===== src/rtl/uart_pkg.sv =====
// Shared UART types and baud arithmetic, so the transmit and receive halves derive identical bit timing.
package uart_pkg;

    typedef enum logic [2:0] {
        IDLE,
        START,
        DATA,
        PARITY,
        STOP
    } uart_state_t;

    // Truncating division; widened so large clock rates do not overflow before the divide.
    function automatic int clks_per_bit(input int clk_khz, input int bods);
        longint num;
        num = longint'(clk_khz) * 64'sd1000;
        return int'(num / longint'(bods));
    endfunction

endpackage


===== src/rtl/uart_bit_timer.sv =====
// Bit-period timer: tick_o marks the last clock of each bit period while run_i is high.
// Combinational tick from a registered count; no flow control, run_i=0 clears the count.
module uart_bit_timer #(
    parameter int CLKS_PER_BIT = 10
) (
    input  logic clk_i,
    input  logic rst_i,
    input  logic run_i,
    output logic tick_o
);

    localparam int CW = (CLKS_PER_BIT > 1) ? $clog2(CLKS_PER_BIT) : 1;
    localparam logic [CW-1:0] LAST = CW'(CLKS_PER_BIT - 1);

    generate
        if (CLKS_PER_BIT < 2) begin : g_bad_rate
            $error("uart_bit_timer: CLKS_PER_BIT must be at least 2");
        end
    endgenerate

    logic [CW-1:0] count;

    always_ff @(posedge clk_i or posedge rst_i) begin
        if (rst_i) begin
            count <= '0;
        end else if (!run_i || count == LAST) begin
            count <= '0;
        end else begin
            count <= count + CW'(1);
        end
    end

    assign tick_o = run_i && (count == LAST);

endmodule


===== src/rtl/uart_tx.sv =====
// UART transmitter: start, DATA_AMOUNT bits LSB first, odd parity, one stop; (DATA_AMOUNT+3) bit periods per frame.
// Registered txd_o/ready_o; a word is accepted only while ready_o=1, inputs are ignored mid-frame.
module uart_tx
    import uart_pkg::*;
#(
    parameter int CLK_KHZ     = 100000,
    parameter int BODS        = 9600,
    parameter int DATA_AMOUNT = 8
) (
    input  logic                   clk_i,
    input  logic                   rst_i,
    input  logic                   en_i,
    input  logic [DATA_AMOUNT-1:0] data_i,
    output logic                   txd_o,
    output logic                   ready_o
);

    localparam int CPB = clks_per_bit(CLK_KHZ, BODS);
    localparam int IW  = $clog2(DATA_AMOUNT + 1);
    localparam logic [IW-1:0] LAST_IDX = IW'(DATA_AMOUNT - 1);

    generate
        if (DATA_AMOUNT < 1 || DATA_AMOUNT > 16) begin : g_bad_width
            $error("uart_tx: DATA_AMOUNT must be within 1..16");
        end
    endgenerate

    uart_state_t            state;
    logic [DATA_AMOUNT-1:0] shreg;
    logic [DATA_AMOUNT-1:0] sh_next;
    logic [IW-1:0]          idx;
    logic                   par;
    logic                   tick;

    assign sh_next = shreg >> 1;

    uart_bit_timer #(
        .CLKS_PER_BIT(CPB)
    ) u_timer (
        .clk_i (clk_i),
        .rst_i (rst_i),
        .run_i (state != IDLE),
        .tick_o(tick)
    );

    // txd_o is loaded with the level of the state being entered, so the line stays registered.
    always_ff @(posedge clk_i or posedge rst_i) begin
        if (rst_i) begin
            state   <= IDLE;
            shreg   <= '0;
            idx     <= '0;
            par     <= 1'b0;
            txd_o   <= 1'b1;
            ready_o <= 1'b1;
        end else begin
            case (state)
                IDLE: begin
                    txd_o   <= 1'b1;
                    ready_o <= 1'b1;
                    if (en_i) begin
                        shreg   <= data_i;
                        par     <= ~^data_i;
                        idx     <= '0;
                        state   <= START;
                        txd_o   <= 1'b0;
                        ready_o <= 1'b0;
                    end
                end
                START: begin
                    if (tick) begin
                        state <= DATA;
                        txd_o <= shreg[0];
                    end
                end
                DATA: begin
                    if (tick) begin
                        shreg <= sh_next;
                        idx   <= idx + IW'(1);
                        if (idx == LAST_IDX) begin
                            state <= PARITY;
                            txd_o <= par;
                        end else begin
                            txd_o <= sh_next[0];
                        end
                    end
                end
                PARITY: begin
                    if (tick) begin
                        state <= STOP;
                        txd_o <= 1'b1;
                    end
                end
                STOP: begin
                    if (tick) begin
                        state   <= IDLE;
                        ready_o <= 1'b1;
                        txd_o   <= 1'b1;
                    end
                end
                default: begin
                    state   <= IDLE;
                    txd_o   <= 1'b1;
                    ready_o <= 1'b1;
                end
            endcase
        end
    end

endmodule


===== config.mk =====
export PLATFORM = sky130hd
export DESIGN_NAME = uart_tx
export DESIGN_NICKNAME = d
export VERILOG_FILES = /design/src/rtl/uart_pkg.sv /design/src/rtl/uart_bit_timer.sv /design/src/rtl/uart_tx.sv
export SDC_FILE = /design/constraint.sdc
export NUM_CORES = 1
export LEC_CHECK = 0
export ABC_AREA = 1
export BUFFER_PORTS_ARGS = -buffer_cell sky130_fd_sc_hd__buf_2
export CAP_MARGIN = 0
export CORE_MARGIN = 2
export CORE_UTILIZATION = 37
export CTS_BUF_LIST = sky130_fd_sc_hd__clkbuf_4
export DETAILED_ROUTE_END_ITERATION = 16
export PLACE_DENSITY = 0.55
export RECOVER_POWER = 50
export SLEW_MARGIN = 20
export SYNTH_ARGS = -nofsm -noshare
export SYNTH_HDL_FRONTEND = slang
export SYNTH_SLANG_ARGS = --single-unit

===== constraint.sdc =====
create_clock -name clk_i -period 1.4 [get_ports clk_i]
set_input_delay 0.14 -clock clk_i [delete_from_list [all_inputs] [get_ports clk_i]]
set_output_delay 0.14 -clock clk_i [all_outputs]
set_load 0.1 [all_outputs]

Word level (Yosys, flattened, before mapping)
Cells that the tools add are included.
{"block": "totals", "reg_bits": 32, "inputBits": 11, "output_inout_bits": 2, "word_cells": 58}
{"block": "classes", "n_addsub": 2, "n_eq_ne": 13, "mux": 21, "n_bitwise": 1, "reduce_logical": 14}
{"operator": "$mux 3", "count": 6}
{"operator": "$mux 8", "count": 2}
{"operator": "$pmux 8 s2", "count": 1}
{"operator": "$pmux 3 s5", "count": 1}
{"operator": "$add 14x1->14 const B", "count": 1}
{"operator": "$eq 14x14->1 const B", "count": 1}
{"operator": "$mux 14", "count": 1}
{"operator": "$ne 2x2->1 const B", "count": 6}
{"operator": "$mux 4", "count": 2}
{"operator": "$pmux 4 s2", "count": 1}
{"operator": "$reduce_xnor 8->1", "count": 1}
{"operator": "$eq 3x2->1 const B", "count": 2}
{"operator": "$reduce_and 3->1", "count": 2}
{"operator": "$reduce_and 6->1", "count": 1}
{"operator": "$mux 1", "count": 5}
{"operator": "$add 4x1->4 const B", "count": 1}
{"operator": "$eq 4x3->1 const B", "count": 1}
{"operator": "$pmux 1 s4", "count": 1}
{"operator": "$reduce_and 2->1", "count": 2}
{"operator": "$eq 3x1->1 const B", "count": 1}
{"operator": "$eq 3x3->1 const B", "count": 1}
{"operator": "$logic_not 3->1", "count": 1}
{"operator": "$pmux 1 s3", "count": 1}
{"operator": "$reduce_bool 3->1", "count": 1}
{"operator": "8 further kinds", "count": 8}

Longest topological paths before layout
Gate-level depths: netlist of run 1.
{"block": "logic_depth", "depth_word": 4, "ltp_mapped": 9, "mapped_depth_nobuf": 9}

By module
A second synthesis of run 1 with hierarchy kept.
{"block": "hier_totals", "hier_cells": 271, "hier_area_um2": 1929.4}
{"mod": "uart_tx", "instances": 1, "cells_each": 156, "area_per_inst_um2": 1098.6, "seq_area_each_um2": 452.9}
{"mod": "uart_bit_timer", "instances": 1, "cells_each": 115, "area_per_inst_um2": 830.8, "seq_area_each_um2": 350.3}

Worst setup path after synthesis of run 1
No wires, ideal clock.
{"block": "synth_path", "path_type": "register to register", "start": "register u_timer.count[0]", "end": "register idx[3]", "setup_time_ps": 117, "arrival_time_ps": 1232, "t_required_ps": 1283, "path_slack_ps": 52, "path_stages_with_launch": 8, "n_path_buf": 1, "period_less_slack_ps": 1348, "cell_sequence": "dfrtp_1 > ha_1 > nand3_2 > nor2_2 > nand3_4 > buf_6 > nand3_2 > nand2_1"}
{"block": "synth_between", "elab_chain_len": 4}
{"element": "start, declared", "line": "uart_bit_timer.sv:21", "text": "logic [CW-1:0] count;"}
{"element": "start signal, assigned", "line": "uart_bit_timer.sv:29", "text": "count <= count + CW'(1);"}
{"element": "$eq 14x14->1", "line": "uart_bit_timer.sv:33", "text": "assign tick_o = run_i && (count == LAST);"}
{"element": "$logic_and 1x1->1", "line": "uart_bit_timer.sv:33"}
{"element": "$ne 2x2->1 (no source line)"}
{"element": "$reduce_and 3->1 (no source line)"}
{"element": "end signal, assigned", "line": "uart_tx.sv:78", "text": "idx <= idx + IW'(1);"}
{"element": "end, declared", "line": "uart_tx.sv:31", "text": "logic [IW-1:0] idx;"}
No other way between the ends.
A chain may end at the register's enable or synchronous reset.

Worst setup path in the final report of run 1
{"block": "layout_path", "start": "register u_timer.count[1]", "end": "register idx[0]"}
Same word-level chain as after synthesis.

==> metrics.cfg, run 1 <==
[timing]
fin_tns_setup_ns = 0
max_freq_ghz = 0.730
setup_slack_ns = 0.0303
finalCriticalPeriod_ns = 1.37
whs_ns = 0.0887
timing.final.crit_share = 0.978
tightest_slew_ns = 0.839
finalSetupViolCount = 0
finalHoldViolations = 0
max-slew-margin-rel = 0.440
clock_skew_ns = 0.0162
rsz0062_at_grt = yes
drv_slew = 0

[clock_network]
cts-root-buf = clkbuf_4
clockBufferDepth = 2
clk_pin_slew_ns = 0.10
cts_buffers = 5
cts_tree = built
worstSkewPairLatency_ns = 0.33
h-tree-depth = 2
clock_sinks = 32

[yosys]
synthSimpleGateAreaFrac = 0.428
syn_area_per_cell_um2 = 7.29
mappedNetlistArea_um2 = 2040
synth_xor_xnor_area_share = 0.0257
syn_nets = 293
ys_ff_latch = 32
ys_seq_area_frac = 0.393
synth-adder-area-share = 0.0123
synth_compound_area_frac = 0.0478
netlist_instances = 280
yosysWarnings = 0
synth_top_family_by_area = simple AND/OR/NAND/NOR gates
synth_cell_types = 30
muxShareOfSynthArea = 0

[cells_and_area]
num-nets-final = 333
drive_gt1_frac = 0.265
syn_to_final_growth_pct = 21.4
fin_util = 0.459
diodes = 0

[floorplan]
dieArea_um2 = 6130
io_pins = 13
coreArea_um2 = 5410
num_rows = 27
start_util = 0.378
die_h_um = 78.3
chipWidth_um = 78.3

[placed_design]
place_congestion = 0.833
hpwl_um = 3160
place_ws_ns = 0.00598
io_buffers = 12

[worst_setup_path]
crit_path_end_kind = register
cp.required_ns = 1.62
critPathTopFamily = simple AND/OR/NAND/NOR gates
slowest_delay_ns = 0.38
critPathMaxFanout = 7
start_kind = register
path_class = reg2reg
critPathArrivalTime_ns = 1.59
cp_common_cell = nand3_4
cpMaxStageDelayCell = dfrtp_1
path_buf_inv = 1
crit_chain = ha_2 -> nand3_4 -> nor2_4 -> nand3_4 -> buf_6 -> nand3_2 -> nand2_1

[grt]
overflow = 0
track_usage = 0.156
grt_max_degree = 33
antenna_found_initial = 0
grt_pass1_wl_um = 7650
grt_pass1_vias = 1706

[power]
power_density_nw_per_um2 = 647
p_leak_nw = 1.30
ir_drop_v = 0.000257

[detailed_routing]
ant_nets = 0
drcViolationCount = 0
vias = 1836
routedWlPerCell_um = 10.7
avgViaCountPerCell = 4.67
drt_iter0_drc = 69
wl_um = 4200
firstDrtPassIters = 5

[run_status]
outcome = complete, no violations

[run]
cap_violations = 0

[worst_hold_path]
min_path_type = in2reg

layer usage:
layer / vias to the layer above / share of wire / routed length [um] / global-route usage
met2: 23 / 0.46 / 1940 / 0.257
met3: 8 / 0.029 / 120 / 0.0356
met4: 0 / 0.015 / 65 / 0.0456
met1: 840 / 0.49 / 2080 / 0.205
met5: - / 0 / 0 / 0
li1: 965 / - / - / -
synthesized netlist by cell type:
master / n / area [um^2]
nor2_2: 3 / 18.8
buf_4: 1 / 7.51
nand4_1: 6 / 37.5
xor2_1: 5 / 43.8
nand3_1: 19 / 95.1
nor3_2: 1 / 10.0
nand2_4: 2 / 22.5
a21oi_2: 1 / 8.76
o21ai_2: 1 / 8.76
nor2_4: 2 / 22.5
dfstp_2: 2 / 52.6
and3_1: 1 / 6.26
nor4_1: 1 / 6.26
nor2_1: 34 / 128
buf_6: 3 / 33.8
inv_4: 2 / 12.5
inv_2: 5 / 18.8
nor3_1: 6 / 30.0
inv_1: 31 / 116
nor3_4: 1 / 16.3
nand2_1: 89 / 334
nand3_4: 1 / 17.5
ha_1: 2 / 25.0
nand2_2: 2 / 12.5
nor3b_1: 1 / 7.51
xnor2_1: 1 / 8.76
dfrtp_1: 30 / 751
nand3_2: 11 / 110
o21ai_0: 10 / 50.1
a21oi_1: 6 / 30.0
final timing paths:
path                       slack, ns             start                end  cells past startpoint
hold reg to reg                 0.50             txd_o              txd_o                      2
min in group asynchronous       0.58             rst_i           shreg[7]                      4
max in group asynchronous       0.29             rst_i  u_timer.count[10]                      4
setup reg to reg                0.03  u_timer.count[1]             idx[0]                      7
hold / removal                  0.09         data_i[7]           shreg[7]                      3
setup / recovery                0.03  u_timer.count[1]             idx[0]                      7
what timing repair did:
item / in CTS / in global routing
gates cloned: 0 / 0
hold buffers: 1 / 0
pin swaps: 1 / 3
buffers inserted: 0 / 2
endpoints found under the setup margin: 5 / 27
hold endpoints to repair: 30 / 0
resized for setup: 2 / 15
placed cells by master, fill, tap and decap left out:
cell type / instances
nand4_1: 6
clkbuf_4: 7
buf_6: 3
nand3_4: 2
buf_4: 20
nand3_1: 18
nor2_4: 3
clkbuf_2: 1
ha_1: 1
o21ai_2: 1
nor3_2: 1
a21oi_2: 1
buf_2: 10
nor3_4: 2
nand2_1: 87
nor3_1: 5
inv_2: 7
xnor2_1: 1
clkinv_1: 1
dfstp_2: 2
dlygate4sd3_1: 1
o21ai_1: 1
ha_2: 1
inv_1: 29
o21ai_0: 9
a21oi_1: 6
nor4_1: 1
inv_4: 2
nand2_4: 3
and3_1: 1
nor2_2: 3
nor2_1: 33
dfrtp_1: 30
buf_12: 2
xor2_1: 5
nand2_2: 3
nor3b_1: 1
nand3_2: 11
state kept, by name (all words and copies together), names as in the netlist:
name           count
idx                4
par                1
ready_o            1
shreg              8
state              3
txd_o              1
u_timer.count     14
layout make-up:
cell class	instances	area (um^2)
Timing Repair Buffer	37	289
Inverter	38	148
Clock inverter	1	3.75
Tap cell	72	90.1
Sequential cell	32	803
Clock buffer	7	52.6
Fill cell	558	2930
Multi-Input combinational cell	206	1090
stage by stage:
step	power (mW)	instances	area, um^2
floorplan	1.03	280	2040
global placement	1.07	382	2340
detailed placement	1.07	382	2340
CTS	1.64	391	2420
global route	1.69	393	2480
finish	1.60	393	2480
logic make-up (layout without fill, tap and decap cells):
logic type	count (synthesis)	after routing
buffers and inverters	42	83
xor gates and xnor gates	6	6
DFF	32	32
AOI/OAI and AO/OA	18	18
and+or+nand+nor	180	180
adders and majority gates	2	2
report_power, final:
part | leakage (nW) | switching, mW | internal [mW]
logic | 0.893 | 0.0749 | 0.0407
registers | 0.376 | 0.00449 | 0.931
clock network | 0.0338 | 0.321 | 0.232
worst register-to-register path, delay by kind of cell, from the launching register on:
family                     cells  cell delay [ns]
buffers and inverters          1             0.17
DFF                            1             0.38
and+or+nand+nor                5             0.50
adders and majority gates      1             0.21
(Power assumes the default switching activity.)
==> inputs of run 2 (changes only) <==
- CTS_BUF_LIST: sky130_fd_sc_hd__clkbuf_4 -> sky130_fd_sc_hd__clkbuf_16
==> metrics.cfg, run 2 (synthesized netlist as in run 1, its figures left out) <==
[run_status]
outcome = complete, no violations  ; unchanged

[placed_design]
io_buffers = 12  ; unchanged
place_congestion = 0.833  ; unchanged
hpwl_um = 3160  ; unchanged

[worst_setup_path]
crit_chain = buf_2  ; was ha_2 -> nand3_4 -> nor2_4 -> nand3_4 -> buf_6 -> nand3_2 -> nand2_1
crit_end = txd_o  ; was idx[0]
cp.depth = 1  ; was 7
crit-reg2reg-capture = idx[0]  ; unchanged
r2r-start = u_timer.count[1]  ; unchanged
start_kind = register  ; unchanged
critPathTopFamily = flip-flops  ; was simple AND/OR/NAND/NOR gates
critPathArrivalTime_ns = 1.22  ; was 1.59 ns
worst-r2r-cell-count = 7  ; unchanged
slowest_delay_ns = 0.53  ; was 0.38 ns
reg2reg_slack_ns = 0.07  ; was 0.03 ns
path_buf_inv = 1  ; unchanged
cp.required_ns = 1.26  ; was 1.62 ns
cpMaxStageDelayCell = dfstp_2  ; was dfrtp_1
path_class = reg2out  ; was reg2reg
critPathMaxFanout = 2  ; was 7
critPathLaunch = txd_o  ; was u_timer.count[1]
crit_path_end_kind = output pin  ; was register

[run]
cap_violations = 0  ; unchanged

[power]
power_density_nw_per_um2 = 799  ; was 647 nW/um^2
ir_drop_v = 0.000415  ; was 0.000257 V
p_leak_nw = 1.34  ; was 1.30 nW

[timing]
drv_slew = 0  ; unchanged
max_freq_ghz = 0.735  ; was 0.730 GHz
clock_skew_ns = 0.00457  ; was 0.0162 ns
fin_tns_setup_ns = 0  ; unchanged
finalSetupViolCount = 0  ; unchanged
finalCriticalPeriod_ns = 1.36  ; was 1.37 ns
max-slew-margin-rel = 0.498  ; was 0.440
rsz0062_at_grt = yes  ; unchanged
finalHoldViolations = 0  ; unchanged
tightest_slew_ns = 0.753  ; was 0.839 ns
timing.final.crit_share = 0.972  ; was 0.978

[floorplan]
io_pins = 13  ; unchanged
num_rows = 27  ; unchanged
start_util = 0.378  ; unchanged
dieArea_um2 = 6130  ; unchanged
die_h_um = 78.3  ; unchanged
chipWidth_um = 78.3  ; unchanged
coreArea_um2 = 5410  ; unchanged

[grt]
grt_pass1_wl_um = 7670  ; was 7650 um
grt_max_degree = 33  ; unchanged
grt_pass1_vias = 1722  ; was 1706
track_usage = 0.159  ; was 0.156
antenna_found_initial = 0  ; unchanged
overflow = 0  ; unchanged

[cells_and_area]
drive_gt1_frac = 0.276  ; was 0.265
largest_register = u_timer.count  ; unchanged
multiInputGateArea_um2 = 1120  ; was 1090 um^2
diodes = 0  ; unchanged
largest_reg_flops = 14  ; unchanged
final_common_cell = nand2_1  ; unchanged
num-nets-final = 334  ; was 333
final_cell_mix = nand2_1, inv_1, nor2_1  ; was nand2_1, nor2_1, dfrtp_1
syn_to_final_growth_pct = 27.0  ; was 21.4%
fin_util = 0.480  ; was 0.459
fill_cells = 544  ; was 558
seqCellArea_um2 = 803  ; unchanged
reg_top3 = u_timer.count x14, shreg x8, idx x4  ; unchanged

[clock_network]
h-tree-depth = 2  ; unchanged
clk_pin_slew_ns = 0.05  ; was 0.10 ns
cts_buffers = 5  ; unchanged
clockBufferDepth = 2  ; unchanged
worstSkewPairLatency_ns = 0.27  ; was 0.33 ns
cts_tree = built  ; unchanged
cts-root-buf = clkbuf_16  ; was clkbuf_4
clock_sinks = 32  ; unchanged

[detailed_routing]
vias = 1839  ; was 1836
drcViolationCount = 0  ; unchanged
avgViaCountPerCell = 4.67  ; about the same
ant_nets = 0  ; unchanged
drt_iter0_drc = 93  ; was 69
routedWlPerCell_um = 11.0  ; was 10.7 um
wl_um = 4330  ; was 4200 um
firstDrtPassIters = 6  ; was 5

[worst_hold_path]
min_path_type = in2reg  ; unchanged

==> run 2: cell count changes in the layout (fill, tap and decap cells not counted), moves of 2 or more <==
cell,previous run,this run
buf_2,10,12
inv_1,29,32
clkbuf_4,7,0
inv_2,7,5
nand2_1,87,85
nor2_1,33,31
clkbuf_16,0,5
==> run 2: area by class of cell <==
type / instances / share of cell area
Tap cell: 72 / 0.0347
Clock inverter: 3 / 0.00434
Sequential cell: 32 / 0.310
Inverter: 38 / 0.0579
Clock buffer: 5 / 0.0482
Multi-Input combinational cell: 206 / 0.430
Timing Repair Buffer: 38 / 0.115
==> run 2: report_power, final <==
part,switching (mW),internal [mW]
registers,0.00443,0.934
logic,0.0748,0.0407
clock network,0.381,0.638
==> run 2: worst reg2reg max path: cells and delay by family (launching register included) <==
| kind | cells | cell delay [ns] |
|---|---|---|
| fa+ha+maj | 1 | 0.21 |
| simple gates | 5 | 0.48 |
| buf+inv | 1 | 0.17 |
| flops | 1 | 0.35 |
==> run 2: how the worst min path moves through the flow <==
stage | from | end | slack, ns | cells after the start
after detailed placement | rst_i | shreg[4] | 0.26 | 3
after floorplan | rst_i | idx[0] | 0.25 | 1
after CTS | data_i[7] | shreg[7] | 0.16 | 3
after global placement | rst_i | shreg[5] | 0.26 | 3
final | data_i[7] | shreg[7] | 0.16 | 3
after global routing | data_i[7] | shreg[7] | 0.18 | 3
==> run 2: metal layers <==
metal  up-vias  track usage  share of wire
met5         -            0              0
met4         0       0.0509          0.012
met3         5       0.0414          0.034
met2        24        0.259           0.49
met1       845        0.205           0.47
li1        965            -              -
==> run 2: per-stage QoR <==
step / setup slack (ns) / power (mW) / cell area (um^2) / hold slack [ns] / cells
after floorplan: 0.0517 / 1.03 / 2040 / 0.255 / 280
after global placement: 0.0324 / 1.07 / 2340 / 0.264 / 382
after detailed placement: 0.00598 / 1.07 / 2340 / 0.256 / 382
after CTS: 0.00704 / 2.11 / 2490 / 0.159 / 391
after global routing: -0.0263 / 2.17 / 2590 / 0.182 / 394
final: 0.0394 / 2.07 / 2590 / 0.157 / 394
==> run 2: timing repair <==
item,4_1_cts,5_1_grt
pin swaps,0,12
gates resized for setup,1,23
hold buffers,1,0
endpoints found under the setup margin,2,27
endpoints found under the hold margin,30,0
buffers inserted,0,3
